[config.mk]
export PLATFORM = sky130hd
export DESIGN_NAME = pipe_stage_skid
export DESIGN_NICKNAME = d
export VERILOG_FILES = /design/src/rtl/pipe_pkg.sv /design/src/rtl/pipe_data_reg.sv /design/src/rtl/pipe_stage_skid.sv
export SDC_FILE = /design/constraint.sdc
export NUM_CORES = 1
export LEC_CHECK = 0
export CAP_MARGIN = 20
export CORE_MARGIN = 4
export CORE_UTILIZATION = 54
export DETAILED_ROUTE_END_ITERATION = 6
export GPL_ROUTABILITY_DRIVEN = 1
export PLACE_DENSITY = 0.86
export RECOVER_POWER = 25
export REMOVE_ABC_BUFFERS = 1
export SETUP_SLACK_MARGIN = 0.1
export SYNTH_ARGS = -nofsm -noshare
export SYNTH_HDL_FRONTEND = slang
export SYNTH_SLANG_ARGS = --single-unit
[constraint.sdc]
create_clock -name clk -period 4.4 [get_ports clk]
set_clock_uncertainty 0.1 [all_clocks]
set_input_delay 0.66 -clock clk [delete_from_list [all_inputs] [get_ports clk]]
set_output_delay 0.66 -clock clk [all_outputs]
set_load 0.02 [all_outputs]
[src/rtl/pipe_pkg.sv]
// Shared types for the pipeline stage registers: FSM encoding, occupancy width
// and the per-stage payload layouts packed into in_data by each stage.
package pipe_pkg;

    localparam int unsigned PIPE_OCC_W = 2;

    typedef enum logic [1:0] {
        EMPTY = 2'd0,
        ONE   = 2'd1,
        FULL  = 2'd2
    } pipe_state_t;

    typedef struct packed {
        logic        mem_write;
        logic        reg_write;
        logic        mem_to_reg;
        logic        branch;
        logic [63:0] alu_result;
        logic [63:0] rt_data;
        logic [4:0]  dest_reg;
    } exe_mem_t;

    typedef struct packed {
        logic        reg_write;
        logic        mem_to_reg;
        logic [63:0] mem_data;
        logic [63:0] alu_result;
        logic [4:0]  dest_reg;
    } mem_wb_t;

endpackage

[src/rtl/pipe_data_reg.sv]
// Payload register with synchronous clear (to RESET_VAL) taking priority over load.
module pipe_data_reg #(
    parameter int unsigned       DATA_W    = 64,
    parameter logic [DATA_W-1:0] RESET_VAL = '0
) (
    input  logic              clk,
    input  logic              clr,
    input  logic              load,
    input  logic [DATA_W-1:0] d,
    output logic [DATA_W-1:0] q
);

    always_ff @(posedge clk) begin
        if (clr) begin
            q <= RESET_VAL;
        end else if (load) begin
            q <= d;
        end
    end

endmodule

[src/rtl/pipe_stage_skid.sv]
// Two-entry (main + skid) pipeline stage register with valid/ready, stall and flush.
// Optional build macro PIPE_ZERO_ON_BUBBLE_EN forces out_data to RESET_VAL while empty.
//
//   state | meaning
//   EMPTY | no entry held, out_valid low
//   ONE   | main register holds the entry presented downstream
//   FULL  | main presented, skid holds the next entry; in_ready low
module pipe_stage_skid
    import pipe_pkg::*;
#(
    parameter int unsigned       DATA_W    = 64,
    parameter logic [DATA_W-1:0] RESET_VAL = '0
) (
    input  logic                  clk,
    input  logic                  rst,
    input  logic                  flush,
    input  logic                  in_valid,
    output logic                  in_ready,
    input  logic [DATA_W-1:0]     in_data,
    output logic                  out_valid,
    input  logic                  out_ready,
    output logic [DATA_W-1:0]     out_data,
    output logic [PIPE_OCC_W-1:0] occupancy
);

    pipe_state_t       state, state_nxt;
    logic              acc, dep;
    logic              clr;
    logic              main_load, main_from_skid, skid_load;
    logic [DATA_W-1:0] main_d, main_q, skid_q;

    assign in_ready  = (state != FULL);
    assign out_valid = (state != EMPTY);
    assign acc       = in_valid & in_ready;
    assign dep       = out_valid & out_ready;
    assign clr       = rst | flush;

    always_ff @(posedge clk) begin
        if (rst) begin
            state <= EMPTY;
        end else if (flush) begin
            state <= EMPTY;
        end else begin
            state <= state_nxt;
        end
    end

    always_comb begin
        state_nxt      = state;
        main_load      = 1'b0;
        main_from_skid = 1'b0;
        skid_load      = 1'b0;
        occupancy      = PIPE_OCC_W'(0);
        case (state)
            EMPTY: begin
                if (acc) begin
                    main_load = 1'b1;
                    state_nxt = ONE;
                end
            end
            ONE: begin
                occupancy = PIPE_OCC_W'(1);
                if (acc && dep) begin
                    main_load = 1'b1;
                end else if (acc) begin
                    skid_load = 1'b1;
                    state_nxt = FULL;
                end else if (dep) begin
                    state_nxt = EMPTY;
                end
            end
            FULL: begin
                occupancy = PIPE_OCC_W'(2);
                if (dep) begin
                    main_load      = 1'b1;
                    main_from_skid = 1'b1;
                    state_nxt      = ONE;
                end
            end
            default: state_nxt = EMPTY;
        endcase
    end

    assign main_d = main_from_skid ? skid_q : in_data;

    pipe_data_reg #(
        .DATA_W    (DATA_W),
        .RESET_VAL (RESET_VAL)
    ) u_main (
        .clk  (clk),
        .clr  (clr),
        .load (main_load),
        .d    (main_d),
        .q    (main_q)
    );

    pipe_data_reg #(
        .DATA_W    (DATA_W),
        .RESET_VAL (RESET_VAL)
    ) u_skid (
        .clk  (clk),
        .clr  (clr),
        .load (skid_load),
        .d    (in_data),
        .q    (skid_q)
    );

`ifdef PIPE_ZERO_ON_BUBBLE_EN
    // Keep stale control bits from leaking out of an empty stage.
    assign out_data = out_valid ? main_q : RESET_VAL;
`else
    assign out_data = main_q;
`endif

endmodule

==> results of run 1 <==
[final timing paths]
check / end / slack (ps) / cells past startpoint
setup reg to reg: u_main.q[18]$_SDFFE_PP0P_ / 1720 / 4
hold reg to reg: u_skid.q[59]$_SDFFE_PP0P_ / 350 / 2
setup / recovery: occupancy[0] / 1190 / 4
hold / removal: u_skid.q[59]$_SDFFE_PP0P_ / 350 / 2
[through the flow]
step	cells	hold WS [ps]	area (µm²)	setup WS, ps
6_report	843	354	7710	1190
3_3_place_gp	812	341	7090	1580
2_1_floorplan	533	336	5440	-1270
4_1_cts	843	353	7710	1180
5_1_grt	843	369	7710	1060
3_5_place_dp	812	346	7090	1500
[power by group through the flow]
| stage | logic [µW] | clock network (µW) | registers [µW] |
|---|---|---|---|
| after floorplan | 174 | 0 | 1300 |
| after global placement | 387 | 0 | 1260 |
| after detailed placement | 395 | 0 | 1260 |
| after CTS | 398 | 1470 | 1240 |
| after global routing | 414 | 1540 | 1240 |
| final | 389 | 1460 | 1240 |
[area by class of cell]
type	instances	share of cell area, %
Multi-Input combinational cell	401	37.2
Sequential cell	130	33.8
Timing Repair Buffer	143	18.6
Clock buffer	19	5.73
Clock inverter	12	2.35
Tap cell	136	2.21
Inverter	2	0.0974
[cells in the final DEF (no fill, tap or decap), types with 2 or more instances in the layout]
master and n:
clkdlybuf4s50_1 89, nand2_1 131, clkbuf_8 3, dfxtp_1 130
dlygate4sd3_1 47, mux2i_1 64, a211oi_2 60, a21oi_1 65
clkbuf_16 16, a211oi_1 69, clkinvlp_4 4, buf_4 4
clkinv_4 2, bufinv_16 4, nand3b_1 2, buf_12 2
[synth_stat cells, drive strengths merged, types with 2 or more instances]
cell type / instances / area (µm²)
nand3b: 2 / 15.0
a211oi: 129 / 1270
dfxtp: 130 / 2600
clkbuf: 26 / 97.6
buf: 39 / 255
inv: 2 / 7.51
a21oi: 65 / 325
a21o: 2 / 15.0
nand2: 131 / 492
mux2i: 64 / 641
or2: 2 / 12.5
[logic make-up (layout without fill, tap and decap cells)]
group	count (synthesis)	count (layout)	share of synthesized area, %
compound gates	196	196	27.8
flops	130	130	45.0
mux	65	65	11.3
buf+inv	67	176	6.22
simple gates	140	140	9.70
[routing by layer]
metal	track usage, %	wire [µm]
met5	0	0
met4	7.14	231
met3	5.76	899
met2	39.9	7460
met1	30.9	6510
[state kept, by name, indices dropped and copies added (netlist names)]
register  count
state         2
u_skid.q     64
u_main.q     64
[worst register-to-register path, cell delays in order, from the launching register on]
cell and delay [ps]:
dfxtp_1 390, inv_2 280, buf_4 580, a21o_4 930
a211oi_2 230
==> metrics.yaml, run 1 <==
max-vdd-ir-drop_mv: 0.291
area_growth_pct: 33.2
post_synth_num_cell_types: 21
die_area_um2: 12400
first_global_vias: 5038
die_h_um: 112
synth_area_um2: 5790
cp_max_fo: 52
synth.yosys.warnings: 0
row_count: 37
io_pins: 137
gr-total-overflow: 0
hold_buffers: 0
clk_sinks: 130
cap_violations: 1
status: "finished, violations left"
worst_setup_path_end_kind: "output port"
grt_first_pass_wirelength_mm: 25.0
crit_path_launch_type: "flop"
synth_edf_count: 0
tritoncts: "yes"
tightestPinTransition_ps: 1500
drive_gt1_share_pct: 15.1
hold_violations: 0
grt_setup_unrepaired: "no"
violated_checks: "max-capacitance violations"
timing_worst_setup_path_type: "flop to output port"
crit_start: "state[0]$_SDFFE_PP0P_"
drtAntennaViolNets: 0
worst-endpoint-arrival_ps: 2450
maxSlewViolCount: 0
p_sw_share_pct: 24.4
cp_cell_sequence: "inv_2, buf_4, nor2_1, clkdlybuf4s50_1"
numCtsBuffers: 17
power_report.internal_total_uw: 2340
place_hpwl_mm: 8.69
dr_total_vias: 5001
ys.flop_type: "dfxtp_1"
power.share.combinational_pct: 12.6
min_period_ps: 3210
n_antenna_cell: 0
number_of_setup_buffers_added_after_cts: 0
cts_root_buffer: "clkbuf_8"
ctsHtreeMaxLevel: 4
max_freq_ghz: 0.311
place.gp.congestion: 0.739
nNetsFinal: 764
static-leakage-power_uw: 0.00306
area.sequential_um2: 2600
largest_net_degree_at_the_start_of_global_routing: 71
antenna_found_initial: 0
required_time_of_the_critical_path_ps: 3640
drcViolationCount: 0
worstReg2RegStart: "state[0]$_SDFFE_PP0P_"
p_seq_share_pct: 40.0
synth_sequential_area_ratio_pct: 45.0
post_cts_resize_count: 0
avgViaCountPerCell: 5.93
gr-usage-all-layers_pct: 23.9
summed_negative_setup_slack_over_all_endpoints_ps: 0
critPathSlowestCell: "buf_4"
finish.utilization_pct: 74.3
ys_seq_elements: 130
max_slew_headroom_pct: 0.183
worstHoldPathType: "flop to flop"
fp.dieW_um: 112
floorplan.core_area_um2: 10400
synthCells: 598
syn_avg_cell_area_um2: 9.68
drtIter0Drc: 332
port-buffer-count: 136
initial_core_util_pct: 55.8
setup_viol: 0
crit_buf_inv: 3
power.share.clock_pct: 47.4
power.net_switching_uw: 754
pwr_density_cell_nw_per_um2: 401
layout.filler_cells: 727
cpPeakStageDelay_ps: 580
async_reset_ff_share_pct: 0
clock_insertion_delay_worst_skew_ps: 500
report.power.total_uw: 3090
drt_first_pass_iters: 5
min_from: "u_skid.q[59]$_SDFFE_PP0P_"
period_share_pct: 73.0
clk_path_buf_depth: 2
multi_input_comb_area_um2: 2870
cts.clk_slew.worst_paths_ps: 60
detail_route.wl_per_cell_um: 17.9
detail_route.wirelength_mm: 15.1
cpLargestDelayFamily: "buffers and inverters"
No activity file was read; power rests on OpenSTA's default activity.
==> inputs of run 2 (changes only) <==
--- a/config.mk
+++ b/config.mk
@@ -7,10 +7,10 @@
 export LEC_CHECK = 0
 export CAP_MARGIN = 20
 export CORE_MARGIN = 4
-export CORE_UTILIZATION = 54
+export CORE_UTILIZATION = 50
 export DETAILED_ROUTE_END_ITERATION = 6
 export GPL_ROUTABILITY_DRIVEN = 1
-export PLACE_DENSITY = 0.86
+export PLACE_DENSITY = 0.8
 export RECOVER_POWER = 25
 export REMOVE_ABC_BUFFERS = 1
 export SETUP_SLACK_MARGIN = 0.1
==> constraint.sdc (replaced) <==
create_clock -name clk -period 3.35 [get_ports clk]
set_clock_uncertainty 0.1 [all_clocks]
set_input_delay 0.5025 -clock clk [delete_from_list [all_inputs] [get_ports clk]]
set_output_delay 0.5025 -clock clk [all_outputs]
set_load 0.02 [all_outputs]
==> run 2 against run 1 <==
The run ends with max-capacitance violations, max-slew violations left; die area grew 7.4%; sequential share of layout area is 0.14 points lower; via count shrank 1.3%; worst hold slack worse by 3.0 ps; largest power group unchanged; wire length rose by 1.7%; clock power increased by 20%; core utilization down 6.3 points; critical path depth unchanged; flip-flop and latch count did not move; register-to-register slack got worse by 640 ps; global-route usage down 0.79 points; power is 26% higher.
==> metrics.yaml, run 2 (same netlist as run 1, synthesis figures left out) <==
cp_cell_sequence: "clkdlybuf4s50_1, or2_4, clkbuf_1, a21oi_1"
drt_first_pass_iters: 4  # -1
p_sw_share_pct: 24.1  # -0.30 points
n_antenna_cell: 0  # unchanged
cap_violations: 1  # unchanged
clk_sinks: 130  # unchanged
initial_core_util_pct: 50.9  # -4.9 points
die_h_um: 116  # +3.6%
pwr_density_cell_nw_per_um2: 504  # +26%
gr-usage-all-layers_pct: 23.1  # -0.79 points
worst_setup_path_end_kind: "flop"
end_of_the_worst_register_to_register_path: "u_main.q[48]$_SDFFE_PP0P_"
r2r_slack_ps: 1080  # -640 ps
number_of_setup_buffers_added_after_cts: 0  # unchanged
port-buffer-count: 136  # unchanged
hold_path_depth: 2  # unchanged
power.share.combinational_pct: 13.4  # +0.8 points
place_hpwl_mm: 9.72  # +12%
min_period_ps: 2840
period_share_pct: 84.6
worst-r2r-cell-count: 4  # unchanged
fp.dieW_um: 116  # +3.6%
max_slew_headroom_pct: -24.8  # -25 points
drive_gt1_share_pct: 15.5  # +0.39 points
gr-total-overflow: 0  # unchanged
detail_route.wirelength_mm: 15.3  # +1.7%
violated_checks: "max-capacitance violations, max-slew violations"
avgViaCountPerCell: 5.76  # -3.0%
row_count: 39  # +5.4%
drtIter0Drc: 344  # +3.6%
power_report.internal_total_uw: 2960  # +27%
antenna_found_initial: 0  # unchanged
status: "finished, violations left"
numCtsBuffers: 17  # unchanged
grt_first_pass_wirelength_mm: 24.6  # -1.4%
setup_viol: 0  # unchanged
crit_path_launch_type: "primary input"
cts.clk_slew.worst_paths_ps: 50  # about the same
cpPeakStageDelay_ps: 1400  # +820 ps
floorplan.core_area_um2: 11400  # +9.6%
static-leakage-power_uw: 0.00309  # +0.96%
max_freq_ghz: 0.353
clk_path_buf_depth: 2  # unchanged
p_seq_share_pct: 41.7  # +1.7 points
detail_route.wl_per_cell_um: 17.9  # -0.10%
drcViolationCount: 0  # unchanged
die_area_um2: 13400  # +7.4%
pre_cts_ws_ps: 576  # -924 ps
dr_total_vias: 4938  # -1.3%
clock_insertion_delay_worst_skew_ps: 410  # -90 ps
cts_root_buffer: "clkbuf_16"
required_time_of_the_critical_path_ps: 3440  # -200 ps
maxSlewViolCount: 34  # +34
power.share.clock_pct: 44.9  # -2.5 points
largest_registers_ranked_by_flip_flop_count: "u_main.q (64), u_skid.q (64), state (2)"
largest_net_degree_at_the_start_of_global_routing: 67  # -5.6%
worst-endpoint-arrival_ps: 2920  # +470 ps
timing_worst_setup_path_type: "primary input to flop"
drtAntennaViolNets: 0  # unchanged
worstReg2RegStart: "state[1]$_SDFFE_PP0P_"
worst_hold_path.endpoint: "u_skid.q[38]$_SDFFE_PP0P_"
worstHoldPathType: "flop to flop"
grt_setup_unrepaired: "no"
setup_ws_ps: 514  # -672 ps
whs_ps: 351  # -3.01 ps
place.gp.congestion: 0.778  # +5.3%
power.net_switching_uw: 939  # +25%
hold_buffers: 0  # unchanged
min_from: "u_skid.q[38]$_SDFFE_PP0P_"
tritoncts: "yes"
post_cts_resize_count: 0  # unchanged
area_growth_pct: 33.7
ctsHtreeMaxLevel: 4  # unchanged
critPathSlowestCell: "clkbuf_1"
io_pins: 137  # unchanged
hold_violations: 0  # unchanged
commonest_cells_after_routing_fill_and_taps_aside: "nand2_1, dfxtp_1, clkdlybuf4s50_1"
max-vdd-ir-drop_mv: 0.305  # +4.8%
tightestPinTransition_ps: 1870  # +375 ps
nNetsFinal: 773  # +1.2%
layout_commonest_cell: "nand2_1"
first_global_vias: 4928  # -2.2%
cp_max_fo: 33  # -37%
run 2: metal layers:
layer  global-route usage (%)  routed length (µm)
met3                     5.48                 913
met2                     38.4                7400
met5                        0                   0
met4                     7.20                 203
met1                     29.9                6830
run 2: layout make-up:
class,instances,area [µm²]
clock buffers,26,519
clock inverters,4,47.5
fillers,887,3630
inverters,2,7.51
multi-input cells,401,2870
flip-flops and latches,130,2600
well taps,143,179
repair buffers,152,1520
run 2: metrics by stage:
stage / area (µm²) / power, µW / util (%) / TNS, ps / cells
after CTS: 7740 / 3930 / 68.1 / 0 / 858
after detailed placement: 7180 / 2190 / 63.1 / 0 / 828
final: 7740 / 3900 / 68.1 / 0 / 858
after global placement: 7180 / 2180 / 63.1 / 0 / 828
after floorplan: 5440 / 1930 / - / -178700 / 533
after global routing: 7740 / 4030 / 68.1 / 0 / 858
run 2: worst max-delay path by stage:
| stage | end | startpoint | slack [ps] |
|---|---|---|---|
| after global routing | state[1]$_SDFFE_PP0P_ | flush | 370 |
| after detailed placement | u_main.q[48]$_SDFFE_PP0P_ | out_ready | 580 |
| after CTS | occupancy[1] | state[0]$_SDFFE_PP0P_ | 500 |
| after global placement | u_main.q[15]$_SDFFE_PP0P_ | out_ready | 620 |
| final | u_skid.q[45]$_SDFFE_PP0P_ | rst | 510 |
| after floorplan | u_skid.q[0]$_SDFFE_PP0P_ | out_ready | -2160 |
run 2: power groups by stage:
stage	clock [µW]	sequential (µW)	combinational [µW]
finish	1750	1630	523
CTS	1770	1630	535
detailed placement	0	1660	531
global placement	0	1660	518
floorplan	0	1700	228
global route	1840	1630	558
run 2: critical path: cells and delay by family:
| family | cells | cell delay (ps) |
|---|---|---|
| compound gates | 1 | 120 |
| simple gates | 1 | 430 |
| buf+inv | 2 | 1850 |
==> inputs of run 3 (changes only) <==
--- a/config.mk
+++ b/config.mk
@@ -7,10 +7,10 @@
 export LEC_CHECK = 0
 export CAP_MARGIN = 20
 export CORE_MARGIN = 4
-export CORE_UTILIZATION = 50
+export CORE_UTILIZATION = 45
 export DETAILED_ROUTE_END_ITERATION = 6
 export GPL_ROUTABILITY_DRIVEN = 1
-export PLACE_DENSITY = 0.8
+export PLACE_DENSITY = 0.76
 export RECOVER_POWER = 25
 export REMOVE_ABC_BUFFERS = 1
 export SETUP_SLACK_MARGIN = 0.1
==> constraint.sdc (replaced) <==
create_clock -name clk -period 2.49 [get_ports clk]
set_clock_uncertainty 0.1 [all_clocks]
set_input_delay 0.3735 -clock clk [delete_from_list [all_inputs] [get_ports clk]]
set_output_delay 0.3735 -clock clk [all_outputs]
set_load 0.02 [all_outputs]
==> run 3 against run 2 <==
The run now ends clean; sequential share of layout area is 0.62 points lower; clock power is 49% higher; combinational power is 38% higher; critical endpoint is now u_main.q[42]$_SDFFE_PP0P_; flip-flop and latch count stayed put; worst hold slack worse by 0.66 ps; non-clock buffer count is 4 higher; largest cell class unchanged; power is 41% higher; critical path depth stayed put.
==> metrics.yaml, run 3 (same netlist as run 1, synthesis figures left out) <==
min_period_ps: 2260
commonest_cells_after_routing_fill_and_taps_aside: "clkdlybuf4s50_1, nand2_1, dfxtp_1"
area_growth_pct: 36.2
required_time_of_the_critical_path_ps: 2690  # -750 ps
grt_first_pass_wirelength_mm: 24.3  # -1.3%
row_count: 41  # +5.1%
met3_usage_pct: 6.62  # +1.1 points
io_pins: 137  # unchanged
critPathSlowestCell: "clkbuf_4"
max_freq_ghz: 0.442
largest_net_degree_at_the_start_of_global_routing: 105  # +57%
maxSlewViolCount: 0  # -100%
die_area_um2: 14700  # +10%
worst-endpoint-arrival_ps: 2460  # -460 ps
p_sw_share_pct: 23.6  # -0.49 points
n_antenna_cell: 0  # unchanged
drcViolationCount: 0  # unchanged
gr-total-overflow: 0  # unchanged
power.share.clock_pct: 47.2  # +2.3 points
ctsHtreeMaxLevel: 4  # unchanged
cts_root_buffer: "clkbuf_16"
worstHoldPathType: "flop to flop"
crit_path_launch_type: "primary input"
clk_sinks: 130  # unchanged
drtAntennaViolNets: 0  # unchanged
timing_worst_setup_path_type: "primary input to flop"
clock_insertion_delay_worst_skew_ps: 410  # about the same
pwr_density_cell_nw_per_um2: 699  # +39%
cts.clk_slew.worst_paths_ps: 50  # about the same
number_of_setup_buffers_added_after_cts: 0  # unchanged
initial_core_util_pct: 45.9  # -5.0 points
grt_setup_unrepaired: "no"
cap_violations: 0  # -1
place.gp.congestion: 0.791  # +1.7%
layout_commonest_cell: "clkdlybuf4s50_1"
whs_ps: 350  # -0.656 ps
fp.dieW_um: 121  # +5.0%
max-vdd-ir-drop_mv: 0.543  # +78%
max_slew_headroom_pct: 2.43  # +27 points
numCtsBuffers: 17  # unchanged
drtIter0Drc: 337  # -2.0%
antenna_found_initial: 0  # unchanged
die_h_um: 121  # +5.0%
clk_path_buf_depth: 2  # unchanged
drive_gt1_share_pct: 16.6  # +1.1 points
worst_setup_path_end_kind: "flop"
status: "completed"
power_report.internal_total_uw: 4210  # +42%
power.net_switching_uw: 1300  # +39%
period_share_pct: 90.9
grt.busiest_layer: "met2"
grt_use_met1_pct: 24.6  # -5.3 points
detail_route.wirelength_mm: 15.0  # -2.2%
nNetsFinal: 777  # +0.52%
post_cts_resize_count: 0  # unchanged
hold_buffers: 0  # unchanged
static-leakage-power_uw: 0.00301  # -2.5%
place_hpwl_mm: 9.82  # +1.1%
p_seq_share_pct: 39.7  # -2.0 points
floorplan.core_area_um2: 12600  # +11%
report.power.total_uw: 5510  # +41%
groute.layer.met2.usage_pct: 34.5  # -3.8 points
port-buffer-count: 136  # unchanged
cp_cell_sequence: "dlygate4sd3_1, or2_2, clkbuf_4, a211oi_1"
tightestPinTransition_ps: 1460  # -409 ps
dr_total_vias: 4926  # -0.24%
drt_first_pass_iters: 5  # +1
setup_viol: 0  # unchanged
tritoncts: "yes"
avgViaCountPerCell: 5.52  # -4.2%
largest_registers_ranked_by_flip_flop_count: "u_main.q (64), u_skid.q (64), state (2)"
power.share.combinational_pct: 13.1  # -0.3 points
cpPeakStageDelay_ps: 680  # -720 ps
first_global_vias: 5080  # +3.1%
detail_route.wl_per_cell_um: 16.8  # -6.0%
gr-usage-all-layers_pct: 20.5  # -2.6 points
hold_violations: 0  # unchanged
cp_max_fo: 104  # +220%
[run 3: cell types whose count changed in the layout (fill, tap and decap cells not counted), sizes merged]
cell           previous run  this run
buf                      15        18
clkinv                    2         4
clkdlybuf4s50            89       134
dlygate4sd3              47         2
bufinv                    1         3
clkbuf                   27        25
clkinvlp                  1         2
[run 3: layer usage]
metal	up-vias	wire, µm
met5	-	0
met2	156	7370
li1	2376	-
met4	0	220
met1	2374	6450
met3	20	965
[run 3: layout make-up]
type / count / area, µm²
Fill cell: 1054 / 4730
Multi-Input combinational cell: 401 / 2860
Sequential cell: 130 / 2600
Timing Repair Buffer: 156 / 1570
Clock buffer: 23 / 508
Tap cell: 172 / 215
Clock inverter: 9 / 125
Inverter: 2 / 7.51
[run 3: power by group through the flow]
stage          Combinational, µW  Clock (µW)  Sequential (µW)
6_report                     722        2600             2190
5_1_grt                      770        2740             2190
4_1_cts                      729        2640             2190
3_5_place_dp                 726           0             2230
3_3_place_gp                 711           0             2230
2_1_floorplan                307           0             2290
[run 3: per-stage QoR]
step | utilization, % | std cells | setup TNS (ps) | setup WS [ps] | cell area [µm²]
final | 62.5 | 893 | 0 | 226 | 7890
after global routing | 62.5 | 893 | 0 | 87.2 | 7890
after CTS | 62.7 | 893 | 0 | 189 | 7910
after detailed placement | 57.7 | 861 | 0 | 300 | 7280
after global placement | 57.7 | 861 | 0 | 353 | 7280
after floorplan | - | 533 | -276080 | -2890 | 5440
[run 3: final timing paths]
kind	cells after the start	slack, ps	start	endpoint
min reg2reg	2	350	u_skid.q[54]$_SDFFE_PP0P_	u_skid.q[54]$_SDFFE_PP0P_
max reg2reg	5	540	state[0]$_SDFFE_PP0P_	u_main.q[35]$_SDFFE_PP0P_
max	4	230	flush	u_main.q[42]$_SDFFE_PP0P_
min	2	350	u_skid.q[54]$_SDFFE_PP0P_	u_skid.q[54]$_SDFFE_PP0P_
[run 3: critical path, delay by kind of cell]
family / cells / cell delay (ps)
and+or+nand+nor: 1 / 300
buffers and inverters: 2 / 1220
AOI/OAI and AO/OA: 1 / 450
